### src/rtl/ahb_bus_arbiter.sv
// Two-master AHB-Lite arbiter with round-robin grant, fixed-length burst locking,
// and address/control/write-data multiplexing onto the shared slave port.
module ahb_bus_arbiter #(
  parameter int ADDR_W         = 32,
  parameter int DATA_W         = 32,
  parameter int DEFAULT_MASTER = 0
) (
  input  logic              HCLK,
  input  logic              HRESET,
  input  logic [1:0]        HBUSREQ,
  output logic [1:0]        HGRANT,
  output logic              HMASTER,
  output logic              HMASTER_DATA,
  input  logic [1:0]        HTRANS_M0,
  input  logic [1:0]        HTRANS_M1,
  input  logic [2:0]        HBURST_M0,
  input  logic [2:0]        HBURST_M1,
  input  logic [2:0]        HSIZE_M0,
  input  logic [2:0]        HSIZE_M1,
  input  logic              HWRITE_M0,
  input  logic              HWRITE_M1,
  input  logic [ADDR_W-1:0] HADDR_M0,
  input  logic [ADDR_W-1:0] HADDR_M1,
  input  logic [DATA_W-1:0] HWDATA_M0,
  input  logic [DATA_W-1:0] HWDATA_M1,
  input  logic              HREADY,
  output logic [1:0]        HTRANS,
  output logic [2:0]        HBURST,
  output logic [2:0]        HSIZE,
  output logic              HWRITE,
  output logic [ADDR_W-1:0] HADDR,
  output logic [DATA_W-1:0] HWDATA
);

  localparam logic [1:0] TRANS_IDLE   = 2'd0;
  localparam logic [1:0] TRANS_BUSY   = 2'd1;
  localparam logic [1:0] TRANS_NONSEQ = 2'd2;
  localparam logic [1:0] TRANS_SEQ    = 2'd3;

  localparam logic [1:0] GRANT_RST  = (DEFAULT_MASTER == 0) ? 2'b01 : 2'b10;
  localparam logic       MASTER_RST = (DEFAULT_MASTER != 0);

  typedef enum logic {ARB, LOCKED} arb_state_t;

  logic [1:0] r_hgrant;
  logic       r_hmaster;
  logic       r_hmaster_data;
  logic [3:0] r_beats_left;

  logic [3:0] w_beats_next;
  logic [1:0] w_grant_next;
  arb_state_t w_arb_state;

  assign HTRANS = r_hmaster ? HTRANS_M1 : HTRANS_M0;
  assign HBURST = r_hmaster ? HBURST_M1 : HBURST_M0;
  assign HSIZE  = r_hmaster ? HSIZE_M1  : HSIZE_M0;
  assign HWRITE = r_hmaster ? HWRITE_M1 : HWRITE_M0;
  assign HADDR  = r_hmaster ? HADDR_M1  : HADDR_M0;
  assign HWDATA = r_hmaster_data ? HWDATA_M1 : HWDATA_M0;

  assign HGRANT       = r_hgrant;
  assign HMASTER      = r_hmaster;
  assign HMASTER_DATA = r_hmaster_data;

  // Remaining beats after the current address phase is accepted; INCR never locks.
  always_comb begin
    w_beats_next = r_beats_left;
    case (HTRANS)
      TRANS_NONSEQ: begin
        case (HBURST)
          3'd2, 3'd3: w_beats_next = 4'd3;
          3'd4, 3'd5: w_beats_next = 4'd7;
          3'd6, 3'd7: w_beats_next = 4'd15;
          default:    w_beats_next = '0;
        endcase
      end
      TRANS_SEQ:  w_beats_next = (r_beats_left != '0) ? r_beats_left - 4'd1 : '0;
      TRANS_BUSY: w_beats_next = r_beats_left;
      TRANS_IDLE: w_beats_next = '0;
      default:    w_beats_next = r_beats_left;
    endcase
  end

  assign w_arb_state = (w_beats_next == '0) ? ARB : LOCKED;

  always_comb begin
    w_grant_next = r_hgrant;
    case (HBUSREQ)
      2'b01:   w_grant_next = 2'b01;
      2'b10:   w_grant_next = 2'b10;
      2'b11:   w_grant_next = {r_hgrant[0], r_hgrant[1]};
      default: w_grant_next = r_hgrant;
    endcase
  end

  always_ff @(posedge HCLK or posedge HRESET) begin
    if (HRESET) begin
      r_hgrant       <= GRANT_RST;
      r_hmaster      <= MASTER_RST;
      r_hmaster_data <= MASTER_RST;
      r_beats_left   <= '0;
    end else if (HREADY) begin
      r_beats_left   <= w_beats_next;
      r_hmaster      <= r_hgrant[1];
      r_hmaster_data <= r_hmaster;
      if (w_arb_state == ARB) begin
        r_hgrant <= w_grant_next;
      end
    end
  end

endmodule

### config.mk
export PLATFORM = sky130hd
export DESIGN_NAME = ahb_bus_arbiter
export DESIGN_NICKNAME = d
export VERILOG_FILES = /design/src/rtl/ahb_bus_arbiter.sv
export SDC_FILE = /design/constraint.sdc
export NUM_CORES = 1
export LEC_CHECK = 0
export CAP_MARGIN = 20
export CORE_AREA = 4 4 87 89
export CTS_CLUSTER_DIAMETER = 80
export CTS_CLUSTER_SIZE = 16
export DETAILED_ROUTE_END_ITERATION = 16
export DIE_AREA = 0 0 91 93
export PLACE_DENSITY = 0.77
export RECOVER_POWER = 25
export SYNTH_ARGS = -nofsm -noshare
export SYNTH_HDL_FRONTEND = slang
export SYNTH_SLANG_ARGS = --single-unit
### constraint.sdc
create_clock -name HCLK -period 3.4 [get_ports HCLK]
set_input_delay 0.68 -clock HCLK [delete_from_list [all_inputs] [get_ports HCLK]]
set_output_delay 0.68 -clock HCLK [all_outputs]
set_load 0.01 [all_outputs]
# Word level (Yosys, flattened, before mapping)
# Cells that the tools add are included.
[word_totals]
ff_bits = 8
in_bits = 151
out_inout_bits = 77
wordCells = 35
[op_classes]
n_addsub = 1
n_eq_ne = 12
n_mux = 10
n_reduce_logical = 8
[ops]
columns = ["operator", "count"]
rows = [
  ["32-bit 2-to-1 mux", 2],
  ["4-bit case mux with 4 select lines", 1],
  ["3-bit equality test (second input constant)", 4],
  ["4-bit case mux with 3 select lines", 1],
  ["2-bit equality test (second input constant)", 4],
  ["3-bit by 2-bit equality test with 1-bit output (second input constant)", 2],
  ["3-bit 2-to-1 mux", 2],
  ["2-bit case mux with 3 select lines", 1],
  ["2-bit OR reduction", 3],
  ["2-bit by 1-bit equality test with 1-bit output (second input constant)", 2],
  ["4-bit zero test", 1],
  ["4-bit 2-to-1 mux", 1],
  ["4-bit nonzero test", 1],
  ["4-bit by 1-bit subtractor with 4-bit output (second input constant)", 1],
  ["3-bit AND reduction", 1],
  ["3-bit nonzero test", 1],
  ["2-bit zero test", 1],
  ["2-bit 2-to-1 mux", 1],
  ["1-bit 2-to-1 mux", 1],
]

# Longest topological paths before layout
# Gate-level depths: netlist (run 1).
[logic_depth]
depth_word = 7
ltp_mapped = 7
depth_no_buf = 7

# Worst setup path after synthesis (run 1)
# Ideal clock, no wire load.
[synth_path]
path_type = "input port to flip-flop"
startpoint = "in HTRANS_M1[1]"
endpoint = "reg r_hgrant[0], in the netlist HGRANT[0]"
setup_time_ns = 0.085
arrival_time_ns = 1.960
required_time_ns = 3.315
path_slack_ns = 1.356
cell_stages = 6
path_buffers = 0
cell_sequence = "mux2i_2 > inv_2 > and3_1 > a311oi_2 > nand4_1 > mux2_1"
[synth_via]
elab_chain_len = 5
word_cells_on_any_way = 8
classes_between = "eq/ne: 3; mux: 2; reduce/logical: 3"
[synth_rtl]
columns = ["item", "line", "rtl"]
rows = [
  ["start, declared", "15", "input logic [1:0] HTRANS_M1,"],
  ["2-bit 2-to-1 mux (*)", "54", "assign HTRANS = r_hmaster ? HTRANS_M1 : HTRANS_M0;"],
  ["named net HTRANS[1]", "27", "output logic [1:0] HTRANS,"],
  ["2-bit by 1-bit equality test with 1-bit output (tied with other cells)", "68", "case (HTRANS)"],
  ["4-bit case mux with 4 select lines (*)", "68", ""],
  ["4-bit zero test (*)", "84", "assign w_arb_state = (w_beats_next == '0) ? ARB : LOCKED;"],
  ["3-bit AND reduction (no source line) (*)", "-", ""],
  ["end signal, assigned", "107", "r_hgrant <= w_grant_next;"],
  ["end, declared", "45", "logic [1:0] r_hgrant;"],
]
# Mark *: on every way through the listed nets, which the timed path passes. The rest lies on a longest branch.
# A chain may end at the register's enable or synchronous reset.

# Worst setup path after layout (run 1)
[layout_path]
startpoint = "reg r_hmaster, in the netlist HMASTER"
endpoint = "out HADDR[11]"
[layout_via]
elab_chain_len = 1
[layout_rtl]
columns = ["item", "line", "rtl"]
rows = [
  ["start, declared", "46", "logic r_hmaster;"],
  ["start signal, assigned", "104", "r_hmaster <= r_hgrant[1];"],
  ["32-bit 2-to-1 mux", "58", "assign HADDR = r_hmaster ? HADDR_M1 : HADDR_M0;"],
  ["end, declared", "31", "output logic [ADDR_W-1:0] HADDR,"],
]
# No other way between the ends.

==> run summary, run 1 <==
M2 GR Usage: 34.0%
DP Area: 3750 µm²
first-pass GRT wire length: 11,400 µm
combinational share of power: 81.8%
peak supply drop: 0.257 mV
cell internal pwr: 1.25 mW
Mean Syn Cell Area: 9.80 µm²
Num CTS Buffers: 3
postcts setup bufs: 0
CTS hold repair buffers: 0
CP endpoint: HADDR[11]
initial antenna violation count: 0
synth unique cells: 32
vias: 2,034
max-cap violation count: 0
Buffers on Ports: 227
Synth warnings: 0
period utilisation layout: 87.0%
ys flop type: dfrtp_1
nets: 521
worst-path maximum fanout: 33
EDFF count, synth: 0
Synth Register Bits: 8
htree depth: 1
unrepaired setup endpoints after global routing: no
crit path from: HMASTER
I/O pin cnt: 228
Sw Pwr: 0.750 mW
total clock sinks: 8
Post-Syn Nets: 298
die area: 8460 µm²
most common cell in the synthesized netlist: mux2_2
Critical Path AT: 2.28 ns
share of layout cells above drive strength 1: 22.9%
total grt overflow: 0
diodes inserted: 0
Final Cell Area: 3790 µm²
Vias/cell: 4.55
gr usage total: 17.2%
slowest stage delay, CP: 0.80 ns
worst path bufs/invs: 2
Top delay family on crit path: buffers and inverters
final hold violations: 0
Core ar.: 6760 µm²
part of the power in registers: 12.3%
Total Wirelength: 7820 µm
fin util: 56.1%
total power: 2.00 mW
Initial Util: 21.0%
Worst path depth: 3
antenna-violating nets left: 0
Yosys top cell area share: 57.0%
Clk pwr share: 5.9%
largest area contributor in the netlist: mux2_2
cell count of the worst reg-to-reg path: 5
Final Setup Violations: 0
status: finished clean
Critical Path End Type: output pin
worst-skew pair later-pin latency: 0.23 ns
DRC Markers: 0
DRT Pass-1 Iters: 4
die width: 91 µm
worst r2r src: HMASTER
top cells by count, synth: 72 x mux2_2, 9 x clkbuf_1, 9 x nor2_1, 7 x dfrtp_1, 7 x inv_1
Cell Chain, Critical Path: buf_4 -> mux2_2 -> clkdlybuf4s50_1
Hold WS: 0.535 ns
DRT iter0 DRCs: 52
worst slew pin tran: 0.816 ns
LEAKAGE: 1.44 nW
gpl congestion: 0.809
CTS tree: done
clk root buf: clkbuf_8
post-CTS resize count: 0
Area contributors post-synth: mux2_2 57%, dfrtp_1 12%, clkbuf_1 2.4%
vias in the first global route: 2,152
Cell Area, Synth: 1420 µm²
most used routing layer: met2
required time worst endpoint: 2.72 ns
Worst Hold Class: flop to flop
post-synthesis sequential area ratio: 14.2%
Layout area overhead: 167%
Worst Setup Path Type: flop to output pin
Die Ht: 93 µm
Mapped Cells: 145
Startpoint Class: flop
worst reg-to-reg setup slack: 0.75 ns
routed len/inst: 17.5 µm
clk buf depth: 2
CTS clock-pin slew for the worst setup and hold paths: 0.04 ns
number of cell rows: 30
P per Cell Area: 528 nW/µm²
R2R Path End: HGRANT[0]
switching part of the total power: 37.5%
Async S/R FF share, synth: 100%
max-slew violation count: 0
fmax: 338 MHz
Slowest cell on crit path: dfrtp_2
GRT met1 Usage: 17.6%
HPWL Detailed: 7000 µm
Setup Skew: 0.00555 ns
pin count of the biggest net entering global routing: 35
Slew HR: 45.6%
met3 Usage GRT: 6.19%
setup_tns: 0 ns
Final min period: 2.96 ns
cell type report:
cell class | count | area [µm²]
Tap cell | 80 | 100
Sequential cell | 8 | 203
Fill cell | 611 | 2970
Inverter | 8 | 30.0
Clock buffer | 4 | 45.0
Multi-Input combinational cell | 118 | 1130
Timing Repair Buffer | 229 | 2280
per-stage QoR:
stage / setup slack, ns / instances
4_1_cts: 0.433 / 447
2_1_floorplan: 1.36 / 145
5_1_grt: 0.279 / 447
3_5_place_dp: 0.497 / 443
3_3_place_gp: 0.532 / 443
6_report: 0.443 / 447
sequential cells by signal, summed over array words and instances, names as in the netlist:
register / cells
HGRANT: 2
HMASTER: 1
HMASTER_DATA: 1
r_beats_left: 4
logic make-up (layout without fill, tap and decap cells):
family / Yosys count / count (layout) / share of synthesized area [%]
muxes: 77 / 77 / 61.5
and+or+nand+nor: 23 / 23 / 7.92
buffers and inverters: 19 / 241 / 6.07
AOI/OAI and AO/OA: 16 / 16 / 8.54
DFF: 8 / 8 / 14.2
adders and majority gates: 2 / 2 / 1.76
worst register-to-register path, cell delays in order, from the launching register on:
cell and delay, ns:
dfrtp_2 0.80, mux2i_2 0.61, inv_1 0.12, a311oi_1 0.43, nand4_1 0.25, mux2_1 0.36
layout by cell type (no fill, tap or decap), types with 3 or more instances in the layout:
| cell | count |
|---|---|
| clkdlybuf4s50_1 | 217 |
| o21ai_0 | 4 |
| nand2_1 | 3 |
| clkbuf_8 | 3 |
| mux2_2 | 72 |
| nor2_1 | 9 |
| dlygate4sd3_1 | 10 |
| dfrtp_1 | 6 |
| a21oi_1 | 3 |
| inv_1 | 7 |
layer usage:
metal	vias to the layer above	share of wire, %
met5	-	0
met4	0	0.32
met3	4	7.8
met2	88	57
met1	955	35
li1	987	-
power by group through the flow:
| stage | Sequential [mW] | Clock (mW) | Combinational, mW |
|---|---|---|---|
| floorplan | 0.194 | 0 | 0.878 |
| global placement | 0.252 | 0 | 1.65 |
| detailed placement | 0.250 | 0 | 1.66 |
| CTS | 0.249 | 0.123 | 1.68 |
| global route | 0.260 | 0.128 | 1.75 |
| finish | 0.247 | 0.118 | 1.64 |
how the worst min path moves through the flow:
stage	to	startpoint	cells past startpoint	slack [ns]
2_1_floorplan	HGRANT[1]	HRESET	1	0.49
3_3_place_gp	r_beats_left[1]	r_beats_left[1]	2	0.54
3_5_place_dp	r_beats_left[1]	r_beats_left[1]	2	0.54
4_1_cts	HMASTER	HGRANT[1]	1	0.55
5_1_grt	HMASTER	HGRANT[1]	1	0.57
6_report	HMASTER	HGRANT[1]	1	0.53
Power figures use the tool's default switching activity.
==> run 2: changes to the inputs <==
--- a/config.mk
+++ b/config.mk
@@ -6,12 +6,12 @@
 export NUM_CORES = 1
 export LEC_CHECK = 0
 export CAP_MARGIN = 20
-export CORE_AREA = 4 4 87 89
+export CORE_AREA = 4 4 86 88
 export CTS_CLUSTER_DIAMETER = 80
 export CTS_CLUSTER_SIZE = 16
 export DETAILED_ROUTE_END_ITERATION = 16
-export DIE_AREA = 0 0 91 93
-export PLACE_DENSITY = 0.77
+export DIE_AREA = 0 0 90 92
+export PLACE_DENSITY = 0.78
 export RECOVER_POWER = 25
 export SYNTH_ARGS = -nofsm -noshare
 export SYNTH_HDL_FRONTEND = slang
==> constraint.sdc (replaced) <==
create_clock -name HCLK -period 2.8 [get_ports HCLK]
set_input_delay 0.56 -clock HCLK [delete_from_list [all_inputs] [get_ports HCLK]]
set_output_delay 0.56 -clock HCLK [all_outputs]
set_load 0.01 [all_outputs]
==> run summary, run 2 (same netlist as run 1, synthesis figures left out) <==
status: finished clean
commonest non-fill, non-tap cell in the layout: clkdlybuf4s50_1
final worst slack: 0.196 ns (-0.247 ns)
placed cells: 445 (+0.45%)
Layout Cells excl Fill: 449 (+0.45%)
Setup Skew: 0.00114 ns (-0.00442 ns)
Clk pwr share: 5.8% (about the same)
period utilisation layout: 93.0%
part of the power in registers: 12.2% (about the same)
I/O pin cnt: 228 (unchanged)
max-cap violation count: 0 (unchanged)
Core ar.: 6640 µm² (-1.7%)
CTS clock-pin slew for the worst setup and hold paths: 0.04 ns (about the same)
clk buf depth: 2 (unchanged)
Layout area overhead: 170%
htree depth: 1 (unchanged)
fin util: 57.7% (+1.6 points)
Total Wirelength: 8170 µm (+4.4%)
Slew HR: 64.2% (+19 points)
required time worst endpoint: 2.24 ns (-0.48 ns)
most frequent cells in the layout: 217 x clkdlybuf4s50_1, 72 x mux2_2, 10 x dlygate4sd3_1
Sw Pwr: 0.944 mW (+26%)
Critical Path AT: 2.04 ns (-0.24 ns)
DRC Markers: 0 (unchanged)
HPWL Detailed: 7250 µm (+3.5%)
diodes inserted: 0 (unchanged)
Worst Setup Path Type: flop to output pin
total clock sinks: 8 (unchanged)
first-pass GRT wire length: 11,900 µm (+4.6%)
clk root buf: clkbuf_8
initial antenna violation count: 0 (unchanged)
worst-skew pair later-pin latency: 0.23 ns (about the same)
min-delay src: HGRANT[1]
Final min period: 2.60 ns
DRT iter0 DRCs: 48 (-7.7%)
total grt overflow: 0 (unchanged)
die width: 90 µm (-1.1%)
Startpoint Class: flop
Vias/cell: 4.49 (-1.4%)
Num CTS Buffers: 3 (unchanged)
FF/Latch Area: 203 µm² (unchanged)
Buffers on Ports: 227 (unchanged)
Initial Util: 21.4% (+0.36 points)
antenna-violating nets left: 0 (unchanged)
nets: 523 (+0.38%)
pre-CTS WS: 0.291 ns (-0.206 ns)
max-slew violation count: 0 (unchanged)
peak supply drop: 0.327 mV (+27%)
fmax: 384 MHz
die area: 8280 µm² (-2.2%)
routed len/inst: 18.2 µm (+3.9%)
CTS tree: done
number of cell rows: 30 (unchanged)
gpl congestion: 0.929 (+15%)
postcts setup bufs: 0 (unchanged)
cell internal pwr: 1.57 mW (+26%)
post-CTS resize count: 0 (unchanged)
final hold violations: 0 (unchanged)
Worst Hold Class: flop to flop
fill cell count: 593 (-2.9%)
LEAKAGE: 1.46 nW (+1.3%)
worst r2r src: HMASTER
gr usage total: 18.4% (+1.2 points)
P per Cell Area: 656 nW/µm² (+24%)
vias in the first global route: 2,144 (-0.37%)
share of layout cells above drive strength 1: 23.3% (+0.42 points)
max reg flops: 4 (unchanged)
DRT Pass-1 Iters: 4 (unchanged)
vias: 2,014 (-0.98%)
crit path from: HMASTER
register with the most flip-flops: r_beats_left
Final Setup Violations: 0 (unchanged)
multi-input logic area: 1130 µm² (+0.11%)
worst-path maximum fanout: 21 (-36%)
unrepaired setup endpoints after global routing: no
worst slew pin tran: 0.535 ns (-0.281 ns)
switching part of the total power: 37.5% (about the same)
setup_tns: 0 ns (unchanged)
Die Ht: 92 µm (-1.1%)
combinational share of power: 82.1% (+0.3 points)
Critical Path End Type: output pin
pin count of the biggest net entering global routing: 28 (-20%)
CTS hold repair buffers: 0 (unchanged)
-- run 2: critical path: stages (launching register included) --
cell and delay, ns:
dfrtp_2 0.68, buf_4 0.28, mux2_2 0.36, clkdlybuf4s50_1 0.48
-- run 2: final timing paths --
| kind | to | slack [ns] | cells after the start |
|---|---|---|---|
| min in group asynchronous | HMASTER_DATA | 0.71 | 2 |
| worst max-delay path | HADDR[15] | 0.20 | 3 |
| worst min-delay path | HMASTER | 0.54 | 1 |
| max in group asynchronous | HGRANT[0] | 1.81 | 2 |
| worst max register to register | HGRANT[0] | 0.43 | 6 |
| worst min register to register | HMASTER | 0.54 | 1 |
-- run 2: cell type report --
type | instances | area share (%)
timing repair buffer | 231 | 60.7
multi-input combinational | 118 | 29.4
inverter | 8 | 0.783
clock buffer | 4 | 1.17
sequential | 8 | 5.29
tap | 80 | 2.61
-- run 2: through the flow --
step                      cell area [µm²]  hold WS [ns]  power [mW]
after detailed placement             3790         0.538        2.39
after CTS                            3840         0.547        2.56
final                                3830         0.538        2.52
after global routing                 3830         0.576        2.68
after global placement               3790         0.534        2.38
after floorplan                      1420         0.375        1.30
-- run 2: power groups by stage --
stage | sequential (mW) | combinational, mW | clock [mW]
CTS | 0.307 | 2.10 | 0.151
detailed placement | 0.309 | 2.09 | 0
global route | 0.323 | 2.19 | 0.158
finish | 0.306 | 2.07 | 0.145
floorplan | 0.235 | 1.07 | 0
global placement | 0.306 | 2.07 | 0
-- run 2: layer usage --
layer / global-route usage [%] / wire, µm / vias up
li1: - / - / 991
met1: 18.7 / 2860 / 917
met2: 36.2 / 4540 / 98
met3: 5.58 / 658 / 8
met4: 4.72 / 108 / 0
met5: 0 / 0 / -
==> run 3: changes to the inputs <==
--- a/config.mk
+++ b/config.mk
@@ -7,6 +7,7 @@
 export LEC_CHECK = 0
 export CAP_MARGIN = 20
 export CORE_AREA = 4 4 86 88
+export CTS_BUF_LIST = sky130_fd_sc_hd__clkbuf_4 sky130_fd_sc_hd__clkbuf_8 sky130_fd_sc_hd__clkbuf_16
 export CTS_CLUSTER_DIAMETER = 80
 export CTS_CLUSTER_SIZE = 16
 export DETAILED_ROUTE_END_ITERATION = 16
==> run summary, run 3 (same netlist as run 1, synthesis figures left out) <==
die area: 8280 µm² (unchanged)
Die Ht: 92 µm (unchanged)
WHS Path Cells: 1 (unchanged)
Hold WS: 0.538 ns (unchanged)
CTS clock-pin slew for the worst setup and hold paths: 0.04 ns (about the same)
Vias/cell: 4.48 (about the same)
unrepaired setup endpoints after global routing: no
final hold violations: 0 (unchanged)
worst slew pin tran: 0.535 ns (-0.000166 ns)
total clock sinks: 8 (unchanged)
Startpoint Class: flop
placed cells: 445 (unchanged)
first-pass GRT wire length: 11,900 µm (unchanged)
register with the most flip-flops: r_beats_left
status: finished clean
Final Setup Violations: 0 (unchanged)
Critical Path AT: 2.04 ns (about the same)
number of cell rows: 30 (unchanged)
setup_tns: 0 ns (unchanged)
clk buf depth: 2 (unchanged)
most frequent cells in the layout: 217 x clkdlybuf4s50_1, 72 x mux2_2, 10 x dlygate4sd3_1
Final min period: 2.60 ns (-0.000482 ns)
peak supply drop: 0.327 mV (about the same)
pre-CTS WS: 0.291 ns (unchanged)
gpl congestion: 0.929 (unchanged)
pin count of the biggest net entering global routing: 28 (unchanged)
fin util: 57.8% (about the same)
part of the power in registers: 12.1% (about the same)
diodes inserted: 0 (unchanged)
gr usage total: 18.4% (unchanged)
Worst Hold Class: flop to flop
max reg flops: 4 (unchanged)
CTS tree: done
required time worst endpoint: 2.24 ns (about the same)
die width: 90 µm (unchanged)
Worst Setup Path Type: flop to output pin
LEAKAGE: 1.47 nW (+0.23%)
Critical Path End Type: output pin
cell count of the worst reg-to-reg path: 6 (unchanged)
period utilisation layout: 93.0% (about the same)
vias: 2,012 (-0.099%)
max-slew violation count: 0 (unchanged)
vias in the first global route: 2,144 (unchanged)
Total Wirelength: 8170 µm (unchanged)
worst path bufs/invs: 2 (unchanged)
Num CTS Buffers: 3 (unchanged)
I/O pin cnt: 228 (unchanged)
routed len/inst: 18.2 µm (unchanged)
Core ar.: 6640 µm² (unchanged)
Layout area overhead: 170% (about the same)
Sw Pwr: 0.944 mW (about the same)
slowest stage delay, CP: 0.68 ns (about the same)
worst-path maximum fanout: 21 (unchanged)
antenna-violating nets left: 0 (unchanged)
fmax: 384 MHz (about the same)
Worst path depth: 3 (unchanged)
HPWL Detailed: 7250 µm (unchanged)
clk root buf: clkbuf_8
DRT iter0 DRCs: 48 (unchanged)
switching part of the total power: 37.4% (-0.15 points)
Setup Skew: 0.00112 ns (-0.0000161 ns)
Final Cell Area: 3840 µm² (about the same)
initial antenna violation count: 0 (unchanged)
post-CTS resize count: 0 (unchanged)
postcts setup bufs: 0 (unchanged)
combinational share of power: 81.8% (-0.3 points)
Layout Cells excl Fill: 449 (unchanged)
nets: 523 (unchanged)
DRT Pass-1 Iters: 4 (unchanged)
cell internal pwr: 1.58 mW (+0.61%)
DRC Markers: 0 (unchanged)
Initial Util: 21.4% (unchanged)
CTS hold repair buffers: 0 (unchanged)
htree depth: 1 (unchanged)
Slowest cell on crit path: dfrtp_2
total power: 2.53 mW (+0.38%)
commonest non-fill, non-tap cell in the layout: clkdlybuf4s50_1
worst-skew pair later-pin latency: 0.23 ns (about the same)
P per Cell Area: 658 nW/µm² (+0.28%)
DP Area: 3790 µm² (unchanged)
Slew HR: 64.2% (about the same)
Cell Chain, Critical Path: buf_4 -> mux2_2 -> clkdlybuf4s50_1
total grt overflow: 0 (unchanged)
Buffers on Ports: 227 (unchanged)
share of layout cells above drive strength 1: 23.6% (+0.27 points)
Clk pwr share: 6.1% (+0.3 points)
final worst slack: 0.196 ns (+0.000482 ns)
Top delay family on crit path: buffers and inverters
max-cap violation count: 0 (unchanged)
run 3: cell types whose count changed in the layout (fill, tap and decap cells not counted):
| cell | before | now |
|---|---|---|
| clkbuf_1 | 1 | 0 |
| clkbuf_4 | 0 | 1 |
run 3: layer usage:
| metal | vias up | part of all wire (%) | track usage, % |
|---|---|---|---|
| met2 | 96 | 56 | 36.2 |
| li1 | 991 | - | - |
| met1 | 917 | 35 | 18.7 |
| met5 | - | 0 | 0 |
| met3 | 8 | 8.0 | 5.58 |
| met4 | 0 | 1.3 | 4.72 |
run 3: final cells by class:
type | instances | area, µm²
Multi-Input combinational cell | 118 | 1130
Inverter | 8 | 30.0
Sequential cell | 8 | 203
Timing Repair Buffer | 231 | 2330
Tap cell | 80 | 100
Clock buffer | 4 | 48.8
Fill cell | 593 | 2810
run 3: worst paths after layout:
kind | slack (ns) | to | startpoint
worst max-delay path | 0.20 | HADDR[15] | HMASTER
min in group asynchronous | 0.71 | HMASTER_DATA | HRESET
worst max register to register | 0.43 | HGRANT[0] | HMASTER
worst min-delay path | 0.54 | HMASTER | HGRANT[1]
worst min register to register | 0.54 | HMASTER | HGRANT[1]
max in group asynchronous | 1.81 | HGRANT[0] | HRESET
run 3: power groups by stage:
stage	Clock (mW)	Combinational [mW]	Sequential, mW
2_1_floorplan	0	1.07	0.235
3_3_place_gp	0	2.07	0.306
3_5_place_dp	0	2.09	0.309
4_1_cts	0.161	2.10	0.307
5_1_grt	0.168	2.19	0.323
6_report	0.154	2.07	0.306
